$ cat src/rtl/demux_stream_1ton.sv
// Registered 1-to-N stream demultiplexer: one holding register per channel,
// per-channel backpressure, broadcast, and out-of-range select detection.
module demux_stream_1ton #(
  parameter int unsigned WIDTH = 8,
  parameter int unsigned NCH   = 16,
  parameter int unsigned SEL_W = $clog2(NCH)
) (
  input  logic                 clk,
  input  logic                 rst_n,
  input  logic [WIDTH-1:0]     in_data,
  input  logic [SEL_W-1:0]     in_sel,
  input  logic                 in_bcast,
  input  logic                 in_valid,
  output logic                 in_ready,
  output logic [NCH*WIDTH-1:0] out_data,
  output logic [NCH-1:0]       out_valid,
  input  logic [NCH-1:0]       out_ready,
  output logic                 err_sel
);

  logic [NCH-1:0]   vld;
  logic [WIDTH-1:0] dat [NCH];

  logic [NCH-1:0] free_c;
  logic [NCH-1:0] hit_c;
  logic [NCH-1:0] load_c;
  logic           sel_oob_c;
  logic           acc_c;

  // Channel free/select decode, input handshake and per-channel load enables
  always_comb begin
    free_c    = '0;
    hit_c     = '0;
    load_c    = '0;
    for (int unsigned k = 0; k < NCH; k++) begin
      free_c[k] = !vld[k] || out_ready[k];
      hit_c[k]  = (32'(in_sel) == k);
    end
    sel_oob_c = (32'(in_sel) >= NCH);
    if (in_bcast) begin
      in_ready = &free_c;
    end else if (sel_oob_c) begin
      in_ready = 1'b1;
    end else begin
      in_ready = |(free_c & hit_c);
    end
    acc_c = in_valid && in_ready;
    if (acc_c) begin
      load_c = in_bcast ? {NCH{1'b1}} : hit_c;
    end
  end

  // Holding registers; data is cleared on drain so an empty slot always reads zero
  always_ff @(posedge clk or negedge rst_n) begin
    if (!rst_n) begin
      vld     <= '0;
      err_sel <= 1'b0;
      for (int unsigned k = 0; k < NCH; k++) begin
        dat[k] <= '0;
      end
    end else begin
      err_sel <= acc_c && !in_bcast && sel_oob_c;
      for (int unsigned k = 0; k < NCH; k++) begin
        if (load_c[k]) begin
          vld[k] <= 1'b1;
          dat[k] <= in_data;
        end else if (vld[k] && out_ready[k]) begin
          vld[k] <= 1'b0;
          dat[k] <= '0;
        end
      end
    end
  end

  always_comb begin
    out_valid = vld;
    out_data  = '0;
    for (int unsigned k = 0; k < NCH; k++) begin
      out_data[k*WIDTH +: WIDTH] = dat[k];
    end
  end

endmodule
$ cat config.mk
export PLATFORM = sky130hd
export DESIGN_NAME = demux_stream_1ton
export DESIGN_NICKNAME = d
export VERILOG_FILES = /design/src/rtl/demux_stream_1ton.sv
export SDC_FILE = /design/constraint.sdc
export NUM_CORES = 1
export LEC_CHECK = 0
export ABC_CLOCK_PERIOD_IN_PS = 4800
export CORE_ASPECT_RATIO = 0.7
export CORE_UTILIZATION = 40
export CTS_CLUSTER_DIAMETER = 100
export CTS_CLUSTER_SIZE = 24
export DETAILED_ROUTE_END_ITERATION = 8
export PLACE_DENSITY = 0.69
export RECOVER_POWER = 25
export SETUP_SLACK_MARGIN = 0.5
export SYNTH_ARGS = -nofsm -noshare
export SYNTH_HDL_FRONTEND = slang
export SYNTH_SLANG_ARGS = --single-unit
$ cat constraint.sdc
create_clock -name clk -period 4.8 [get_ports clk]
set_input_delay 0.48 -clock clk [delete_from_list [all_inputs] [get_ports clk]]
set_output_delay 0.48 -clock clk [all_outputs]
set_load 0.01 [all_outputs]
==> metrics.md, run 1 <==
| Metric | Value |
|---|---|
| Hold Slack | 0.524 ns |
| Gpl congestion | 0.846 |
| Top cell by count, worst path | clkdlybuf4s50_1 |
| CTS H-tree depth | 4 |
| Slew margin rel. | -0.856 |
| Post-route core utilization | 0.576 |
| Initial drt markers | 433 |
| Core Rows | 38 |
| Cell Chain, Critical Path | clkdlybuf4s50_1 > and2_1 > a22oi_1 > nor3b_2 > or4_1 > nor2_4 > a21oi_1 > clkdlybuf4s50_1 |
| Placed cells | 953 |
| Bufs and invs on worst path | 2 |
| # Max-Cap Violations | 1 |
| CTS max path bufs | 2 |
| Hold buffer count at CTS | 0 |
| Port bufs | 176 |
| Slew Limit Fails | 114 |
| Nets | 784 |
| Initial Util | 0.419 |
| Post-route ant nets | 0 |
| Mux cell area share after synthesis | 0.0411 |
| CP max stage cell | or4_1 |
| Post-synthesis instance area | 6630 um2 |
| Leakage dissipation | 4.04 nW |
| GR Util met2 | 0.383 |
| Clock Skew | 0.00583 ns |
| Number of synthesized flops with an enable pin | 0 |
| Core region area | 15800 um2 |
| Top-count cell post-synth | nand2_1 |
| I/O pins | 178 |
| Synth Area in Compound Gates | 0.231 |
| Mean Syn Cell Area | 11.4 um2 |
| Post-route cell area | 9130 um2 |
| Met3 usage in global routing | 0.0635 |
| Worst VDD drop | 0.000241 V |
| Die Span X | 156 um |
| CTS Root Cell | clkbuf_16 |
| WL final | 21200 um |
| XOR/XNOR Fraction of Synth Area | 0 |
| Initial antenna violation count | 0 |
| Fraction of layout cells with a size suffix above 1 | 0.0931 |
| Post CTS Setup Buffer Count | 0 |
| Status | complete, but fails checks |
| Crit path max-delay family | simple AND/OR/NAND/NOR gates |
| Yosys warning count | 0 |
| Post-synthesis register bit count | 144 |
| Via count | 5787 |
| Largest family of logic cells by synthesized area | compound AO/OA/AOI/OAI gates |
| Drt drc | 0 |
| Post-DP HPWL | 14300 um |
| Period Utilization, post-route | 0.783 |
| Final Non-Filler Cells | 983 |
| Worst-Margin Slew | 2.78 ns |
| Synth area leaders | dfrtp_1, o32ai_1, nand2_1, mux2i_1, a211oi_4 |
| # diodes | 0 |
| Crit-path max FO | 10 |
| Unrepaired setup endpoints after global routing | no |
| Hold Path Class | reg2reg |
| GR peak layer | met2 |
| Grt ovf | 0 |
| Top FF cell, synth | dfrtp_1 |
| Setup violators final | 0 |
| Register area | 3600 um2 |
| Critical path class | in2out |
| Multi-input logic area | 2780 um2 |
| Cts repair resizes | 0 |
| Synth Area in Adders | 0 |
| Number of CTS-inserted buffers | 17 |
| Slowest stage delay, CP | 0.67 ns |
| Failing checks | max-capacitance violations, max-slew violations |
| Asr flop ratio synth | 1.00 |
| F_max | 266 MHz |
| CTS clk-pin slew, worst paths | 0.06 ns |
| CP startpoint kind | primary input |
| Seq/Total Area, Yosys | 0.543 |
| Cells after Synth | 582 |
| Synthesis-to-finish area growth | 37.6% |
| Worst skew pair latency | 0.42 ns |
| Vias per cell | 5.89 |
| CTS tree | built |
| Post-Place Cell Area | 8550 um2 |
| Yosys cell types | 43 |
| Clock sink count | 144 |
| GRT Util Overall | 0.255 |
| Simple-gate share of the synthesized area | 0.147 |
| First-pass GRT wire length | 32300 um |
| Die area | 17100 um2 |
| WL per Instance | 21.6 um |
| TritonRoute pass-1 iters | 4 |
| Crit. End Element | output port |
| Post-synth top cells | nand2_1, dfrtp_1, o32ai_1, mux2i_1, nand2b_1 |
| Sum Neg Setup Slack | 0 ns |
| Net count after synthesis | 614 |
| Post-synth top area share | 0.543 |
| Met1 usage | 0.357 |
| Yosys top cell by area | dfrtp_1 |
| Required time of the critical path | 4.32 ns |
| Crit path arrival time | 3.28 ns |
| Pwr dens | 648 nW/um2 |
| Filler instances | 1299 |
| Largest net degree at the start of global routing | 114 |
| Chip height | 110 um |
| Final Hold Viols | 0 |
| Fin crit period | 3.76 ns |
| Vias in the first global route | 5629 |
flip-flops by register name (all words and copies together), names as in the netlist:
name       flops
out_valid     16
out_data     128
routing by layer:
metal / wire [um] / vias to the layer above
met4: 459 / 0
met3: 1820 / 33
met2: 9560 / 298
met5: 0 / -
met1: 9360 / 2941
li1: - / 2515
metrics by stage:
| step | total power [mW] | setup WS [ns] |
|---|---|---|
| finish | 5.91 | 1.04 |
| CTS | 5.93 | 1.05 |
| global placement | 4.50 | 1.01 |
| floorplan | 3.27 | 2.01 |
| detailed placement | 4.59 | 0.859 |
| global route | 6.22 | 0.955 |
layout by cell type, fill, tap and decap left out, types with 2 or more instances in the layout:
cell and instances:
clkbuf_16 17, o32ai_1 104, buf_4 12, nand2b_1 15, o21ai_1 2, clkbuf_1 5, nand4_1 3, nor3_1 4
inv_1 10, nand3_1 2, clkbuf_8 2, dfrtp_1 144, nor2_1 7, clkdlybuf4s50_1 175, o21ai_0 9, or2_1 5
a22oi_4 9, nor2b_1 6, nor4_4 2, a211oi_4 12, bufinv_16 3, and2_1 2, clkinv_2 2, o221ai_1 3
mux2i_1 25, a22oi_2 3, or4_1 2, nand2_1 158, o211ai_1 2
final timing paths:
path | from | end | slack (ns) | depth (start not counted)
max in group asynchronous | rst_n | out_valid[6] | 2.21 | 2
worst min-delay path | out_data[28] | out_data[28] | 0.52 | 2
worst max-delay path | in_sel[2] | in_ready | 1.04 | 8
worst min register to register | out_data[28] | out_data[28] | 0.52 | 2
min in group asynchronous | rst_n | out_data[76] | 0.93 | 1
worst max register to register | out_valid[12] | out_data[121] | 1.52 | 7
worst reg2reg max path, stage by stage (launching register included):
cell and delay, ns:
dfrtp_1 0.40, nor2b_1 0.14, buf_4 0.15, or4_4 0.54, nor4_4 0.74, a22oi_2 0.35, a211oi_2 0.59, o32ai_1 0.20
final cells by class:
type / instances / share of cell area
clock buffer: 24 / 0.0517
clock inverter: 6 / 0.0118
inverter: 10 / 0.00411
multi-input combinational: 391 / 0.305
sequential: 144 / 0.395
tap: 220 / 0.0302
timing repair buffer: 188 / 0.202
kinds of logic (layout without fill, tap and decap cells):
kind of cell	Yosys count	count (layout)
buffers and inverters	47	228
muxes	26	26
AOI/OAI and AO/OA	151	151
and+or+nand+nor	213	213
other	1	1
DFF	144	144
where the power goes:
| group | internal, mW | switching [mW] | leakage, nW |
|---|---|---|---|
| Clock | 0.837 | 0.480 | 0.280 |
| Combinational | 1.29 | 1.31 | 1.88 |
| Sequential | 1.68 | 0.311 | 1.88 |
| Total | 3.81 | 2.10 | 4.04 |
(Power assumes the default switching activity.)
==> inputs of run 2 (changes only) <==
--- a/config.mk
+++ b/config.mk
@@ -5,13 +5,13 @@
 export SDC_FILE = /design/constraint.sdc
 export NUM_CORES = 1
 export LEC_CHECK = 0
-export ABC_CLOCK_PERIOD_IN_PS = 4800
+export ABC_CLOCK_PERIOD_IN_PS = 3100
 export CORE_ASPECT_RATIO = 0.7
 export CORE_UTILIZATION = 40
 export CTS_CLUSTER_DIAMETER = 100
 export CTS_CLUSTER_SIZE = 24
 export DETAILED_ROUTE_END_ITERATION = 8
-export PLACE_DENSITY = 0.69
+export PLACE_DENSITY = 0.72
 export RECOVER_POWER = 25
 export SETUP_SLACK_MARGIN = 0.5
 export SYNTH_ARGS = -nofsm -noshare
==> constraint.sdc (replaced) <==
create_clock -name clk -period 3.1 [get_ports clk]
set_input_delay 0.31 -clock clk [delete_from_list [all_inputs] [get_ports clk]]
set_output_delay 0.31 -clock clk [all_outputs]
set_load 0.01 [all_outputs]
==> metrics.md, run 2 (synthesis gave the netlist of run 1 again) <==
| Metric | Value |
|---|---|
| Status | completed |
| Multi-input logic area | 2810 um2 |
| Core region area | 15800 um2 |
| Setup violators final | 0 |
| Top cell by count, worst path | or4_4 |
| Sum Neg Setup Slack | 0 ns |
| Grt ovf | 0 |
| Core Rows | 38 |
| CTS max path bufs | 2 |
| Hold Slack | 0.514 ns |
| CP max stage cell | or4_4 |
| Pwr dens | 997 nW/um2 |
| Crit. End Element | output port |
| Post-route core utilization | 0.610 |
| Crit path arrival time | 2.34 ns |
| CTS tree | built |
| Placed cells | 990 |
| Slew Limit Fails | 0 |
| CTS Root Cell | clkbuf_16 |
| Register area | 3600 um2 |
| WL final | 21900 um |
| Chip height | 110 um |
| Pre-CTS WS | -0.0558 ns |
| I/O pins | 178 |
| Port bufs | 176 |
| Vias per cell | 5.81 |
| Number of CTS-inserted buffers | 17 |
| Die Span X | 156 um |
| Initial drt markers | 479 |
| Post-route cell area | 9660 um2 |
| Overall power | 9.63 mW |
| Clock sink count | 144 |
| Die area | 17100 um2 |
| Filler instances | 1239 |
| Initial antenna violation count | 0 |
| Worst r2r src | out_valid[12] |
| Unrepaired setup endpoints after global routing | yes |
| Fin crit period | 2.65 ns |
| Vias in the first global route | 6017 |
| # diodes | 0 |
| First-pass GRT wire length | 33500 um |
| Setup ws final | 0.446 ns |
| WL per Instance | 21.3 um |
| F_max | 377 MHz |
| Nets | 831 |
| Final Non-Filler Cells | 1032 |
| Required time of the critical path | 2.79 ns |
| Worst VDD drop | 0.000427 V |
| Initial Util | 0.419 |
| Gpl congestion | 0.915 |
| FF-to-FF End | out_data[88] |
| Critical path class | reg2out |
| Leakage dissipation | 4.33 nW |
| R2R Setup Slk | 0.56 ns |
| Commonest non-fill, non-tap cell in the layout | clkdlybuf4s50_1 |
| Period Utilization, post-route | 0.856 |
| Worst-Margin Slew | 1.38 ns |
| Crit-path max FO | 3 |
| GRT Util Overall | 0.260 |
| R2R depth | 7 |
| TritonRoute pass-1 iters | 5 |
| Slew margin rel. | 0.0814 |
| CTS H-tree depth | 4 |
| Post-route ant nets | 0 |
| Slowest stage delay, CP | 0.56 ns |
| CTS clk-pin slew, worst paths | 0.06 ns |
| Cell Chain, Critical Path | nor2b_4 > or4_4 > or4_4 > a21oi_2 > buf_2 |
| Worst skew pair latency | 0.42 ns |
| Post-Place Cell Area | 8880 um2 |
| Max FFs per register | 128 |
| # Max-Cap Violations | 0 |
| Final Hold Viols | 0 |
| Fraction of layout cells with a size suffix above 1 | 0.159 |
| Clock Skew | 0.00893 ns |
| Post-DP HPWL | 15000 um |
| CP startpoint kind | flop |
| Hold Path Class | in2async |
| Via count | 5994 |
| Drt drc | 0 |
| Synthesis-to-finish area growth | 45.6% |
| Commonest cells after routing, fill and taps aside | clkdlybuf4s50_1, nand2_1, dfrtp_1 |
| Largest net degree at the start of global routing | 90 |
[run 2: changes by cell type in the layout (fill, tap and decap cells not counted), sizes merged, moves of 2 or more]
cell,change
buf,+47
clkdlybuf4s50,-2
clkbuf,-4
inv,+3
[run 2: final cells by class]
type	instances	area share
Timing Repair Buffer	235	0.238
Inverter	10	0.00389
Clock inverter	12	0.0187
Sequential cell	144	0.373
Tap cell	220	0.0285
Clock buffer	20	0.0473
Multi-Input combinational cell	391	0.290
[run 2: per-layer routing]
metal | wire length, um | track usage
met1 | 9620 | 0.363
met2 | 10100 | 0.399
met3 | 1890 | 0.0615
met4 | 387 | 0.0882
met5 | 0 | 0
[run 2: power by group]
group / total, mW / leakage, nW / switching (mW) / internal, mW
logic: 4.34 / 2.15 / 2.11 / 2.23
clock network: 2.21 / 0.307 / 0.817 / 1.40
registers: 3.07 / 1.88 / 0.468 / 2.60
[run 2: how the worst max path moves through the flow]
stage	end	slack [ns]	from	cells after the start
3_5_place_dp	in_ready	-0.06	out_ready[5]	6
6_report	in_ready	0.45	out_valid[12]	5
5_1_grt	out_data[127]	0.35	rst_n	3
2_1_floorplan	out_data[0]	0.57	out_valid[5]	7
4_1_cts	in_ready	0.45	out_valid[12]	5
3_3_place_gp	in_ready	-0.08	out_ready[5]	6
[run 2: timing repair]
| action | 4_1_cts | 5_1_grt |
|---|---|---|
| gates cloned | 1 | 0 |
| gates resized for setup | 14 | 2 |
| setup endpoints to repair | 78 | 29 |
| hold buffers | 1 | 0 |
| endpoints found under the hold margin | 12 | 0 |
| pin swaps | 3 | 3 |
| buffers inserted | 3 | 5 |
[run 2: worst max-delay path: cells and delay by family (launching register included)]
kind | cells | cell delay [ns]
simple gates | 3 | 1.27
compound gates | 1 | 0.12
flops | 1 | 0.38
buf+inv | 1 | 0.15
